### src/rtl/fetch_unit.sv
// fetch_unit: instruction fetch stage plus IF/ID pipeline register.
// Holds the PC, requests words from instruction memory, registers the
// fetched word with its PC, and handles stalls, redirects and a halt opcode.
module fetch_unit #(
   parameter int unsigned       ADDR_W   = 32,
   parameter int unsigned       INSTR_W  = 32,
   parameter logic [ADDR_W-1:0] RESET_PC = '0,
   parameter int unsigned       PC_STEP  = 4
) (
   input  logic               clk,
   input  logic               rst,
   output logic               imem_req,
   output logic [ADDR_W-1:0]  imem_addr,
   input  logic               imem_ready,
   input  logic [INSTR_W-1:0] imem_rdata,
   input  logic               stall,
   input  logic               redirect_valid,
   input  logic [ADDR_W-1:0]  redirect_pc,
   output logic               id_valid,
   output logic [INSTR_W-1:0] id_instr,
   output logic [ADDR_W-1:0]  id_pc,
   output logic [ADDR_W-1:0]  id_pc_next,
   output logic [1:0]         instruction_type,
   output logic [4:0]         func,
   output logic               halt
);

   localparam logic [ADDR_W-1:0] STEP = ADDR_W'(PC_STEP);

   typedef enum logic [1:0] {
      IDLE,
      REQ,
      HALTED
   } state_t;

   state_t               state, state_nx;
   logic [ADDR_W-1:0]    pc, pc_nx;
   logic                 id_valid_nx;
   logic [INSTR_W-1:0]   id_instr_nx;
   logic [ADDR_W-1:0]    id_pc_nx;
   logic                 halt_nx;
   logic                 halt_word;

   assign halt_word = (imem_rdata[31:30] == 2'b11);

   // State register, PC and IF/ID register; async reset to the idle image.
   always_ff @(posedge clk or posedge rst) begin
      if (rst) begin
         state    <= IDLE;
         pc       <= RESET_PC;
         id_valid <= 1'b0;
         id_instr <= '0;
         id_pc    <= '0;
         halt     <= 1'b0;
      end else begin
         state    <= state_nx;
         pc       <= pc_nx;
         id_valid <= id_valid_nx;
         id_instr <= id_instr_nx;
         id_pc    <= id_pc_nx;
         halt     <= halt_nx;
      end
   end

   // Next-state logic: redirect > stall > halt word > fetch > bubble while in REQ.
   always_comb begin
      state_nx    = state;
      pc_nx       = pc;
      id_valid_nx = id_valid;
      id_instr_nx = id_instr;
      id_pc_nx    = id_pc;
      halt_nx     = halt;
      case (state)
         IDLE: begin
            state_nx = REQ;
         end
         REQ: begin
            if (redirect_valid) begin
               pc_nx       = redirect_pc;
               id_valid_nx = 1'b0;
               id_instr_nx = '0;
            end else if (stall) begin
               // hold everything; the same address is presented again
            end else if (imem_ready && halt_word) begin
               state_nx    = HALTED;
               halt_nx     = 1'b1;
               id_valid_nx = 1'b0;
               id_instr_nx = '0;
            end else if (imem_ready) begin
               id_instr_nx = imem_rdata;
               id_pc_nx    = pc;
               id_valid_nx = 1'b1;
               pc_nx       = pc + STEP;
            end else begin
               id_valid_nx = 1'b0;
               id_instr_nx = '0;
            end
         end
         HALTED: begin
            if (redirect_valid) begin
               pc_nx    = redirect_pc;
               halt_nx  = 1'b0;
               state_nx = REQ;
            end
         end
         default: begin
            state_nx = IDLE;
         end
      endcase
   end

   assign imem_req         = (state == REQ);
   assign imem_addr        = pc;
   assign id_pc_next       = id_pc + STEP;
   assign instruction_type = id_instr[31:30];
   assign func             = id_instr[29:25];

endmodule

### config.mk
export PLATFORM = sky130hd
export DESIGN_NAME = fetch_unit
export DESIGN_NICKNAME = d
export VERILOG_FILES = /design/src/rtl/fetch_unit.sv
export SDC_FILE = /design/constraint.sdc
export NUM_CORES = 1
export LEC_CHECK = 0
export ABC_CLOCK_PERIOD_IN_PS = 3290
export BUFFER_PORTS_ARGS = -buffer_cell sky130_fd_sc_hd__buf_2
export CAP_MARGIN = 25
export CORE_UTILIZATION = 49
export DETAILED_ROUTE_END_ITERATION = 8
export GPL_TIMING_DRIVEN = 0
export PLACE_DENSITY_LB_ADDON = 0.3
export SLEW_MARGIN = 20
export SYNTH_ARGS = -nofsm -noshare
export SYNTH_HDL_FRONTEND = slang
export SYNTH_SLANG_ARGS = --single-unit
### constraint.sdc
create_clock -name clk -period 3.29 [get_ports clk]
set_clock_uncertainty 0.1 [all_clocks]
set_input_delay 0.329 -clock clk [delete_from_list [all_inputs] [get_ports clk]]
set_output_delay 0.329 -clock clk [all_outputs]
set_load 0.03 [all_outputs]
After elaboration in Yosys (flattened, before gate mapping)
Cells that the tools add are included.
{"block": "classes", "add_sub_neg": 2, "multipliers": 0, "div_mod_pow": 0, "order_cmp": 0, "n_eq_ne": 11, "shift": 0, "n_mux": 24, "n_bitwise": 3, "reduce_logical": 8}
{"operator": "two-way mux 32 bit", "count": 9}
{"operator": "adder 32 x 3 -> 32 bit, second input constant", "count": 2}
{"operator": "case mux 32 bit (2 select lines)", "count": 1}
{"operator": "AND reduction 5 bit", "count": 3}
{"operator": "two-way mux 1 bit", "count": 8}
{"operator": "two-way mux 2 bit", "count": 4}
{"operator": "!= test 2 bit, second input constant", "count": 3}
{"operator": "case mux 2 bit (3 select lines)", "count": 1}
{"operator": "== test 2 bit, second input constant", "count": 2}
{"operator": "!= test 2 x 1 -> 1 bit, second input constant", "count": 2}
{"operator": "AND reduction 4 bit", "count": 1}
{"operator": "!= test 3 x 1 -> 1 bit, second input constant", "count": 1}
{"operator": "!= test 3 x 2 -> 1 bit, second input constant", "count": 1}
{"operator": "!= test 3 bit, second input constant", "count": 1}
{"operator": "NOT 1 bit", "count": 3}
{"operator": "== test 2 x 1 -> 1 bit, second input constant", "count": 1}
{"operator": "logical NOT 2 bit", "count": 1}
{"operator": "case mux 1 bit (2 select lines)", "count": 1}
{"operator": "AND reduction 2 bit", "count": 1}
{"operator": "nonzero test 2 bit", "count": 1}
{"operator": "logical AND 1 bit", "count": 1}
{"block": "word_totals", "reg_bits": 100, "latch_bits": 0, "mem_bits_rw": 0, "romBits": 0, "input_bits": 69, "output_inout_bits": 138, "wordCells": 54, "n_memories": 0}

Logic depth before layout (Yosys ltp)
Gate-level depths: netlist of the first run.
{"block": "depth", "word_depth": 6, "mapped_depth": 8, "ltp_nobuf": 7}

Least setup slack after synthesis of the first run
Ideal clock, no wire load.
{"block": "synth_path", "path_type": "register to output", "from": "reg id_pc[10]", "to": "out id_pc_next[31]", "t_arrival_ns": 2.152, "t_required_ns": 2.861, "path_slack_ns": 0.709, "path_stages_with_launch": 7, "path_buffers": 1, "cell_sequence": "dfrtp_1 and4_1 and3_1 buf_2 nand4_1 nor4_1 xor2_1"}
{"block": "synth_between", "elab_chain_cells": 1}
{"element": "start, declared", "line_no": "21", "text": "output logic [ADDR_W-1:0] id_pc,"}
{"element": "start signal, assigned", "line_no": "60", "text": "id_pc <= id_pc_nx;"}
{"element": "adder 32 x 3 -> 32 bit", "line_no": "114", "text": "assign id_pc_next = id_pc + STEP;"}
{"element": "end, declared", "line_no": "22", "text": "output logic [ADDR_W-1:0] id_pc_next,"}
No other way between the ends.

Final worst setup path of the first run
Ends and elaborated chain as after synthesis.

==> results_dict.tcl, run 1 <==
set metrics [dict create \
    dominantRegCellSynth "dfrtp_1" \
    cts_buffers 9 \
    path_cells "and4_1 -> and3_1 -> buf_2 -> nand4_1 -> nor4_1 -> xor2_1 -> buf_2" \
    setup_repair_after_global_routing_missed_its_margin "no" \
    dieWidth_um 104.4 \
    routed_wire_per_std_cell_um 17.40 \
    setup.reg_to_reg.worst_slack_ns 0.67 \
    fin_crit_sh 0.9435 \
    first_drt_iteration_drcs 367 \
    ys_ff_latch 100 \
    cp-startpoint "id_pc[10]$_DFFE_PP0P_" \
    numPlacedInstances 841 \
    port-buffer-count 206 \
    design.final.nets 792 \
    grt.met3_usage 0.05702 \
    post_layout_nonfiller_instances 859 \
    reg2reg_to "imem_addr[14]$_DFFE_PP0P_" \
    max_slew_violation_total_from_the_final_report 0 \
    critPathLaunchType "flop" \
    first_global_vias 4823 \
    final-setup-viol-count 0 \
    critical_path.max_fanout 9 \
    grt_start_max_net_pins 61 \
    post_cts_hold_buffer_count 1 \
    io-pin-count 207 \
    synthesis.yosys.warnings 0 \
    post_drt_via_cell_ratio 5.849 \
    initial_core_util 0.5020 \
    critical_path.endpoint_type "output pin" \
    critPathTopFamily "simple AND/OR/NAND/NOR gates" \
    dp_hpwl_um 11140 \
    synthToLayoutAreaGrowth_pct 28.96 \
    result_of_the_run "finished clean" \
    min_delay_path_depth 2 \
    design.die.area_um2 10900 \
    antenna_violations_before_repair 1 \
    post_cts.repair.setup_buffers 0 \
    hold-worst-slack_ns 0.06765 \
    clock_tree_from_tritoncts "done" \
    syn-instance-count 498 \
    slew_headroom 0.4933 \
    netlist-cell-type-count 57 \
    power_leakage_nw 3.203 \
    numClockSinks 100 \
    avgSynthCellArea_um2 10.31 \
    height_of_the_die_um 104.4 \
    cts.reportedPaths.clkPinSlew_ns 0.10 \
    syn-cell-area_um2 5136 \
    timing_worst_setup_path_type "flop to output pin" \
    count_of_flip_flops_with_a_built_in_enable_after_synthesis 0 \
    drc_violation_count_after_routing 0 \
    post_route_cells_drive_above_1_share 0.3934 \
    worstMarginPinSlew_ns 0.7568 \
    crit_top_cell "buf_2" \
    count_of_standard_cell_rows 37 \
    worst_ir_drop_on_vdd_mv 0.5322 \
    achievable-frequency_ghz 0.3222 \
    grt_remaining_overflow 0 \
    first_pass_grt_wire_length_um 23760 \
    floorplan.core_area_um2 10230 \
    hp-class "primary input to flop" \
    ctsLongestPathBuffers 2 \
    rr_worst_depth 7 \
    synth.yosys.seq_area_share 0.4872 \
    n_fill_cell 867 \
    groute.layer.met1.usage 0.3418 \
    antenna_violating_nets_post_route 0 \
    synth_nets 572 \
    worstSetupEndpoint "id_pc_next[31]" \
    critPathSlowestCell "dfrtp_1" \
    power.density_nw_per_um2 1127 \
    via_count 5024 \
    asyncSetResetFlopFracSynth 1.000 \
    met2_usage 0.4726 \
    worst_ep_arrival_time_ns 2.68 \
    report.final.hold_viol_count 0 \
    cts.htree.levels 3 \
    cts_resized 0 \
    crit_required_ns 2.86 \
    global_router_s_overall_resource_usage 0.2765 \
    postRouteWirelength_um 14950 \
    final.min_clock_period_ns 3.104 \
    cp_num_cells 7 \
    clock-root-buffer "clkbuf_8" \
    crit-reg2reg-launch "state[1]$_DFFE_PP0P_" \
    worstPathBufferInverterCount 2 \
    clk-insertion-delay-late_ns 0.37 \
    firstDrtPassIters 5 \
    max_cap_viol_count 0 \
    gpl.final_weighted_congestion 0.8909 \
    slowest_delay_ns 0.45 \
    busiest_layer "met2" \
]
-- synthesized netlist by cell type (2+ instances only) --
cell type | n | area [µm²]
a211oi_1 | 2 | 15.01
a21oi_1 | 32 | 160.2
a22o_1 | 32 | 280.3
a2bb2oi_1 | 10 | 87.58
a31oi_1 | 3 | 18.77
and2_1 | 3 | 18.77
and3_1 | 8 | 50.05
and4_1 | 8 | 70.07
buf_2 | 10 | 50.05
buf_4 | 9 | 67.56
clkbuf_1 | 17 | 63.81
dfrtp_1 | 100 | 2502
ha_1 | 5 | 62.56
inv_1 | 12 | 45.04
mux2_2 | 30 | 337.8
nand2_1 | 31 | 116.4
nand3_1 | 26 | 130.1
nand4_1 | 14 | 87.58
nor2_1 | 22 | 82.58
nor3_1 | 15 | 75.07
nor4_1 | 6 | 37.54
o21a_1 | 2 | 15.01
o21ai_0 | 20 | 100.1
o21ai_1 | 2 | 10.01
o22a_1 | 6 | 52.55
o22ai_1 | 8 | 50.05
o32ai_1 | 4 | 35.03
or2_2 | 2 | 12.51
or3_1 | 4 | 25.02
or4_1 | 2 | 15.01
xnor2_1 | 17 | 148.9
xor2_1 | 11 | 96.34
-- worst min path at each step --
stage,start,end,slack [ns]
2_1_floorplan,imem_rdata[29],id_instr[29]$_DFFE_PP0P_,0.37
3_3_place_gp,id_valid$_DFFE_PP0P_,id_valid$_DFFE_PP0P_,0.36
3_5_place_dp,rst,id_instr[15]$_DFFE_PP0P_,0.26
4_1_cts,imem_rdata[21],id_instr[21]$_DFFE_PP0P_,0.06
5_1_grt,imem_rdata[21],id_instr[21]$_DFFE_PP0P_,0.06
6_report,imem_rdata[1],id_instr[1]$_DFFE_PP0P_,0.07
-- cell families (layout without fill, tap and decap cells) --
kind of cell,Yosys count,count (layout),share of synthesized area
AO/OA/AOI/OAI,133,133,0.1815
XOR/XNOR,28,28,0.04775
adder cells (fa/ha/maj),5,5,0.01218
buffers and inverters,51,275,0.04652
flip-flops,100,100,0.4872
multiplexers,31,31,0.06772
other,0,1,0
AND/OR/NAND/NOR,150,150,0.1571
-- worst reg2reg max path, stage by stage, from the launching register on --
cell	delay [ns]
dfrtp_1	0.41
inv_1	0.09
ha_1	0.23
o21ai_1	0.21
o211ai_1	0.67
clkbuf_1	0.51
nor2_1	0.11
a2bb2oi_1	0.15
-- metal layers --
layer | up-vias | part of all wire
li1 | 2294 | -
met4 | 0 | 0.024
met5 | - | 0
met2 | 257 | 0.49
met1 | 2443 | 0.41
met3 | 30 | 0.075
-- flip-flops by register name, summed over array words and instances (netlist names) --
name,count
id_instr,32
id_pc,32
imem_addr,32
state,2
halt,1
id_valid,1
-- placed cells by master, fill, tap and decap left out, types with 4 or more instances in the layout --
cell type	n
and4_1	8
dfrtp_1	100
or3_1	4
clkbuf_1	17
o22ai_1	8
o21ai_0	20
nand4_1	14
a2bb2oi_1	10
nand3_1	26
o22a_1	6
inv_1	11
clkbuf_8	9
ha_1	5
xnor2_1	17
nand2_1	31
buf_2	216
and3_1	8
mux2_2	30
nor2_1	22
xor2_1	11
o32ai_1	4
nor4_1	6
a21oi_1	32
a22o_1	32
buf_4	9
nor3_1	15
-- power breakdown --
part / switching (mW) / internal [mW]
Clock: 0.428 / 0.504
Sequential: 0.644 / 1.73
Combinational: 2.80 / 1.36
-- area by class of cell --
| cell class | instances | area [µm²] | area share |
|---|---|---|---|
| Sequential cell | 100 | 2502 | 0.3778 |
| Clock inverter | 6 | 112.6 | 0.01700 |
| Multi-Input combinational cell | 347 | 2395 | 0.3615 |
| Antenna cell | 1 | 2.502 | 0.0003778 |
| Clock buffer | 9 | 123.9 | 0.01870 |
| Tap cell | 136 | 170.2 | 0.02569 |
| Timing Repair Buffer | 209 | 1074 | 0.1621 |
| Inverter | 13 | 53.80 | 0.008122 |
| Buffer | 38 | 190.2 | 0.02871 |
-- per-stage QoR --
stage          total power, mW  utilization  TNS [ns]  area, µm²  worst slack, ns
2_1_floorplan            5.243            -         0       5136           0.2422
3_3_place_gp             6.406       0.6194    -89.45       6337          -0.9002
3_5_place_dp             6.514       0.6226         0       6370           0.5553
4_1_cts                  7.447       0.6467         0       6616           0.2157
5_1_grt                  7.855       0.6474         0       6624          0.01052
6_report                 7.463       0.6474         0       6624           0.1859
Power figures use the tool's default switching activity.
==> run 2, diff against run 1 <==
ABC_CLOCK_PERIOD_IN_PS = 2600   (was 3290)
CORE_UTILIZATION = 44   (was 49)
clock period = 2.6 ns   (was 3.29 ns; I/O delays follow)
==> run 2 against run 1 <==
Worst hold slack worse by 0.033 ns. Non-clock buffer count up 11. Count of clock-buffer cells in the layout up 2. Largest power group unchanged. Critical path depth up 1. First-iteration DRC count down 21%. Critical path type unchanged.
==> results_dict.tcl, run 2 (same netlist as run 1, synthesis figures left out) <==
set metrics [dict create \
    design.final.nets 803 \
    cts.reportedPaths.clkPinSlew_ns 0.07 \
    result_of_the_run "finished clean" \
    crit_required_ns 2.24 \
    slowest_delay_ns 0.42 \
    reg2reg_to "imem_addr[7]$_DFFE_PP0P_" \
    grt_start_max_net_pins 33 \
    n_fill_cell 1003 \
    final.min_clock_period_ns 2.505 \
    setup_repair_after_global_routing_missed_its_margin "yes" \
    highest_signal_layer_in_the_routed_design "met4" \
    antenna_violations_before_repair 1 \
    grt_remaining_overflow 0 \
    fin_crit_sh 0.9636 \
    count_of_standard_cell_rows 39 \
    path_cells "and4_4 -> and3_1 -> buf_6 -> nand4_1 -> buf_6 -> nor3_1 -> xor2_1 -> buf_4" \
    critical_path.endpoint_type "output pin" \
    dp_hpwl_um 11630 \
    setup.reg_to_reg.worst_slack_ns 0.25 \
    firstDrtPassIters 6 \
    first_drt_iteration_drcs 289 \
    postRouteWirelength_um 15460 \
    critPathTopFamily "simple AND/OR/NAND/NOR gates" \
    crit_top_cell "buf_6" \
    post_layout_nonfiller_instances 878 \
    cp_num_cells 8 \
    clk-insertion-delay-late_ns 0.34 \
    global_router_s_overall_resource_usage 0.2544 \
    worstMarginPinSlew_ns 0.6591 \
    worst_ir_drop_on_vdd_mv 1.002 \
    routed_wire_per_std_cell_um 17.60 \
    report.final.hold_viol_count 0 \
    hold-worst-slack_ns 0.03426 \
    antenna_violating_nets_post_route 0 \
    worstPathBufferInverterCount 3 \
    dieWidth_um 110.0 \
    worstSetupEndpoint "id_pc_next[28]" \
    synthToLayoutAreaGrowth_pct 34.25 \
    numPlacedInstances 850 \
    dr_wl_met2_um 7350 \
    port-buffer-count 206 \
    clock_tree_from_tritoncts "done" \
    initial_core_util 0.4498 \
    max_slew_violation_total_from_the_final_report 0 \
    final_common_cell "buf_2" \
    power.density_nw_per_um2 1405 \
    numClockSinks 100 \
    worst_ep_arrival_time_ns 2.15 \
    gpl.final_weighted_congestion 0.8664 \
    cp-startpoint "id_pc[10]$_DFFE_PP0P_" \
    critPathSlowestCell "dfrtp_2" \
    post_route_cells_drive_above_1_share 0.4223 \
    route.met3.wl_um 1202 \
    drc_violation_count_after_routing 0 \
    critical_path.max_fanout 7 \
    critPathLaunchType "flop" \
    rr_worst_depth 7 \
    design.die.area_um2 12110 \
    power_leakage_nw 3.314 \
    slew_headroom 0.5565 \
    crit-reg2reg-launch "state[1]$_DFFE_PP0P_" \
    hp-class "primary input to flop" \
    final_core_utilization 0.6039 \
    floorplan.core_area_um2 11420 \
    timing_worst_setup_path_type "flop to output pin" \
    via_count 5027 \
    first_global_vias 4602 \
    io-pin-count 207 \
    cts.htree.levels 3 \
    final-setup-viol-count 0 \
    first_pass_grt_wire_length_um 23310 \
    clock-root-buffer "clkbuf_16" \
    height_of_the_die_um 110.0 \
    max_cap_viol_count 0 \
    post_drt_via_cell_ratio 5.726 \
    ctsLongestPathBuffers 2 \
    route.layer.met1.wl_um 6570 \
    layout.cells.most_common_list "209 x buf_2, 97 x dfrtp_1, 32 x a21oi_1, 32 x a22o_1, 31 x nand2_1" \
    achievable-frequency_ghz 0.3991 \
    cts_buffers 9 \
]
-- run 2: changes by cell type in the layout (fill, tap and decap cells not counted), sizes merged --
cell	before	now
bufinv	3	0
clkinv	3	5
buf	227	239
clkinvlp	0	2
inv	13	11
clkbuf	28	29
-- run 2: repair_timing --
item,4_1_cts,5_1_grt
hold buffers,1,0
gates cloned,0,0
gates resized for setup,13,21
pin swaps,2,5
endpoints found under the setup margin,38,21
buffers inserted,3,7
hold endpoints to repair,14,0
-- run 2: final cells by class --
| class | instances | area, µm² | share of cell area |
|---|---|---|---|
| Antenna cell | 1 | 2.502 | 0.0003629 |
| Tap cell | 143 | 178.9 | 0.02595 |
| Timing Repair Buffer | 220 | 1195 | 0.1733 |
| Sequential cell | 100 | 2506 | 0.3635 |
| Buffer | 38 | 196.4 | 0.02849 |
| Clock buffer | 11 | 242.7 | 0.03520 |
| Multi-Input combinational cell | 347 | 2494 | 0.3616 |
| Inverter | 13 | 52.55 | 0.007621 |
| Clock inverter | 5 | 27.53 | 0.003992 |
-- run 2: worst min path at each step --
| stage | from | to | cells past startpoint |
|---|---|---|---|
| 2_1_floorplan | imem_rdata[29] | id_instr[29]$_DFFE_PP0P_ | 1 |
| 3_3_place_gp | id_valid$_DFFE_PP0P_ | id_valid$_DFFE_PP0P_ | 1 |
| 3_5_place_dp | rst | id_instr[10]$_DFFE_PP0P_ | 2 |
| 6_report | imem_rdata[1] | id_instr[1]$_DFFE_PP0P_ | 2 |
| 5_1_grt | imem_rdata[7] | id_instr[7]$_DFFE_PP0P_ | 2 |
| 4_1_cts | imem_rdata[1] | id_instr[1]$_DFFE_PP0P_ | 2 |
-- run 2: per-layer routing --
layer / global-route usage / vias up
met3: 0.04644 / 30
met4: 0.1076 / 0
met2: 0.4192 / 238
met5: 0 / -
li1: - / 2319
met1: 0.3288 / 2440
-- run 2: metrics by stage --
| step | total power [mW] | TNS (ns) | worst slack, ns | cell area, µm² |
|---|---|---|---|---|
| 2_1_floorplan | 6.635 | 0 | 0.08813 | 5140 |
| 3_3_place_gp | 8.135 | -15.84 | -0.4193 | 6350 |
| 3_5_place_dp | 8.266 | -0.3665 | -0.08773 | 6416 |
| 4_1_cts | 9.571 | -0.002444 | -0.002444 | 6770 |
| 5_1_grt | 10.29 | -0.04049 | -0.03955 | 6893 |
| 6_report | 9.689 | 0 | 0.09463 | 6895 |
-- run 2: where the power goes --
group	internal, mW	switching [mW]
Sequential	2.20	0.802
Combinational	1.83	3.62
Clock	0.669	0.573
Total	4.69	5.00
==> run 3, diff against run 2 <==
--- a/config.mk
+++ b/config.mk
@@ -13,2 +13,3 @@
 export GPL_TIMING_DRIVEN = 0
+export HOLD_SLACK_MARGIN = 0.02
 export PLACE_DENSITY_LB_ADDON = 0.3
==> constraint.sdc (replaced) <==
create_clock -name clk -period 2.6 [get_ports clk]
set_clock_uncertainty 0.1 [all_clocks]
set_input_delay 0.52 -clock clk [delete_from_list [all_inputs] [get_ports clk]]
set_output_delay 0.52 -clock clk [all_outputs]
set_load 0.03 [all_outputs]
==> run 3 against run 2 <==
The flow now finishes with violations (negative setup slack). Sequential share of layout area is 1.7 points lower. Utilization rose by 3.2 points. Die area did not move. Critical path depth unchanged. First-iteration DRC count rose by 7.3%. Sequential power hardly changed. Non-clock buffer count up 13. Largest cell class is now multi-input gates.
==> results_dict.tcl, run 3 (same netlist as run 1, synthesis figures left out) <==
set metrics [dict create \
    result_of_the_run "finished, violations left" \
    violations "negative setup slack" \
    post_drt_via_cell_ratio 5.734 \
    final.min_clock_period_ns 2.664 \
    fin_crit_sh 1.024 \
    numClockSinks 100 \
    critPathTopFamily "simple AND/OR/NAND/NOR gates" \
    critPathSlowestCell "dfrtp_2" \
    reg2reg_to "imem_addr[14]$_DFFE_PP0P_" \
    detailed_place.area_um2 6495 \
    path_cells "and4_4 -> and3_4 -> buf_6 -> nand4_1 -> buf_6 -> nor4_4 -> xor2_1 -> buf_4" \
    diodes 0 \
    netSwitchingFraction 0.5025 \
    power_leakage_nw 3.495 \
    report.final.hold_viol_count 0 \
    crit_top_cell "buf_6" \
    gpl.final_weighted_congestion 0.8856 \
    totalPowerFinal_mw 10.27 \
    crit-reg2reg-launch "state[1]$_DFFE_PP0P_" \
    power.combinational.fraction 0.567 \
    worst_ir_drop_on_vdd_mv 1.050 \
    clock_tree_from_tritoncts "done" \
    worstMarginPinSlew_ns 0.6706 \
    cts.htree.levels 3 \
    rr_worst_depth 7 \
    seqPwrFrac 0.292 \
    first_global_vias 4847 \
    n_fill_cell 945 \
    slowest_delay_ns 0.37 \
    final-setup-viol-count 2 \
    max_cap_viol_count 0 \
    cts.reportedPaths.clkPinSlew_ns 0.07 \
    startpoint_of_the_most_critical_hold_path "imem_rdata[7]" \
    design.die.area_um2 12110 \
    grt_start_max_net_pins 35 \
    clock-root-buffer "clkbuf_16" \
    place_ws_ns -0.3167 \
    fin_area_um2 7258 \
    ctsLongestPathBuffers 2 \
    synthToLayoutAreaGrowth_pct 41.32 \
    cts_buffers 9 \
    final_critical_path_setup_slack_ns -0.06363 \
    cp-startpoint "id_pc[11]$_DFFE_PP0P_" \
    worstPathBufferInverterCount 3 \
    timing_worst_setup_path_type "flop to output pin" \
    min_delay_path_depth 2 \
    clk-insertion-delay-late_ns 0.34 \
    crit_required_ns 1.98 \
    post_layout_nonfiller_instances 890 \
    grt_remaining_overflow 0 \
    hp-class "primary input to flop" \
    achievable-frequency_ghz 0.3754 \
    worst_ep_arrival_time_ns 2.04 \
    clock_power_share 0.141 \
    setup_repair_after_global_routing_missed_its_margin "yes" \
    io-pin-count 207 \
    drc_violation_count_after_routing 0 \
    height_of_the_die_um 110.0 \
    timing.hold.worst_endpoint "id_instr[7]$_DFFE_PP0P_" \
    routed_wire_per_std_cell_um 17.79 \
    setup.reg_to_reg.worst_slack_ns 0.20 \
    final_common_cell "buf_2" \
    hold-worst-slack_ns 0.2925 \
    max_slew_violation_total_from_the_final_report 0 \
    netSwitchingPower_mw 5.160 \
    antenna_violations_before_repair 0 \
    critPathLaunchType "flop" \
    power.density_nw_per_um2 1415 \
    first_pass_grt_wire_length_um 24380 \
    slew_headroom 0.5488 \
    design.final.nets 816 \
    postRouteWirelength_um 15840 \
    initial_core_util 0.4498 \
    dp_hpwl_um 11590 \
    port-buffer-count 206 \
    dieWidth_um 110.0 \
    post_route_cells_drive_above_1_share 0.4699 \
    numPlacedInstances 850 \
    global_router_s_overall_resource_usage 0.2670 \
    critical_path.endpoint_type "output pin" \
    via_count 5103 \
    critical_path.max_fanout 7 \
    floorplan.core_area_um2 11420 \
    antenna_violating_nets_post_route 0 \
    first_drt_iteration_drcs 310 \
    count_of_standard_cell_rows 39 \
    power_report.internal_total_mw 5.109 \
    layout.cells.most_common_list "201 x buf_2, 88 x dfrtp_1, 36 x buf_4" \
    firstDrtPassIters 5 \
]
run 3: changes by cell type in the layout (fill, tap and decap cells not counted), moves of 3 or more:
cell / delta
buf_4: +12
dfrtp_1: -9
dfrtp_2: +9
buf_2: -8
buf_6: +7
xnor2_1: -5
xnor2_2: +5
xor2_1: -5
xor2_2: +5
clkinv_2: -3
nor3_4: +3
run 3: worst max path at each step:
stage | endpoint | slack (ns) | cells past startpoint
5_1_grt | id_pc_next[31] | -0.14 | 7
4_1_cts | id_pc_next[31] | -0.03 | 8
6_report | id_pc_next[31] | -0.06 | 8
2_1_floorplan | id_pc_next[31] | -0.06 | 6
3_5_place_dp | id_pc[25]$_DFFE_PP0P_ | -0.32 | 6
3_3_place_gp | id_instr[29]$_DFFE_PP0P_ | -0.20 | 6
run 3: power by group through the flow:
stage / combinational, mW / clock, mW / sequential [mW]
after global routing: 6.27 / 1.53 / 3.10
after CTS: 5.69 / 1.46 / 2.97
after global placement: 5.19 / 0 / 3.01
after floorplan: 2.62 / 0 / 4.09
final: 5.83 / 1.44 / 3.00
after detailed placement: 5.30 / 0 / 3.06
run 3: per-layer routing:
metal	GRT usage	wire (µm)	vias up
li1	-	-	2335
met1	0.3410	6491	2485
met2	0.4446	7857	255
met3	0.04174	1128	28
met4	0.1257	357	0
met5	0	0	-
run 3: per-stage QoR:
stage / util / setup TNS, ns
detailed placement: 0.5688 / -9.944
global route: 0.6357 / -0.5965
floorplan: - / -0.1273
finish: 0.6357 / -0.1031
global placement: 0.5636 / -6.307
CTS: 0.6229 / -0.06685
run 3: repair_timing:
item	4_1_cts	5_1_grt
setup buffers	18	5
endpoints found under the hold margin	4	0
pin swaps	9	7
gates resized for setup	37	29
endpoints found under the setup margin	68	42
hold buffers	1	0
run 3: final cells by class:
class                   count  area, µm²  share of cell area
multi-input cells         347       2638              0.3634
flip-flops and latches    100       2517              0.3468
repair buffers            233       1351              0.1862
clock buffers               9      225.2             0.03103
plain buffers              38      196.4             0.02706
well taps                 143      178.9             0.02465
clock inverters             7      98.84             0.01362
inverters                  13      52.55            0.007240
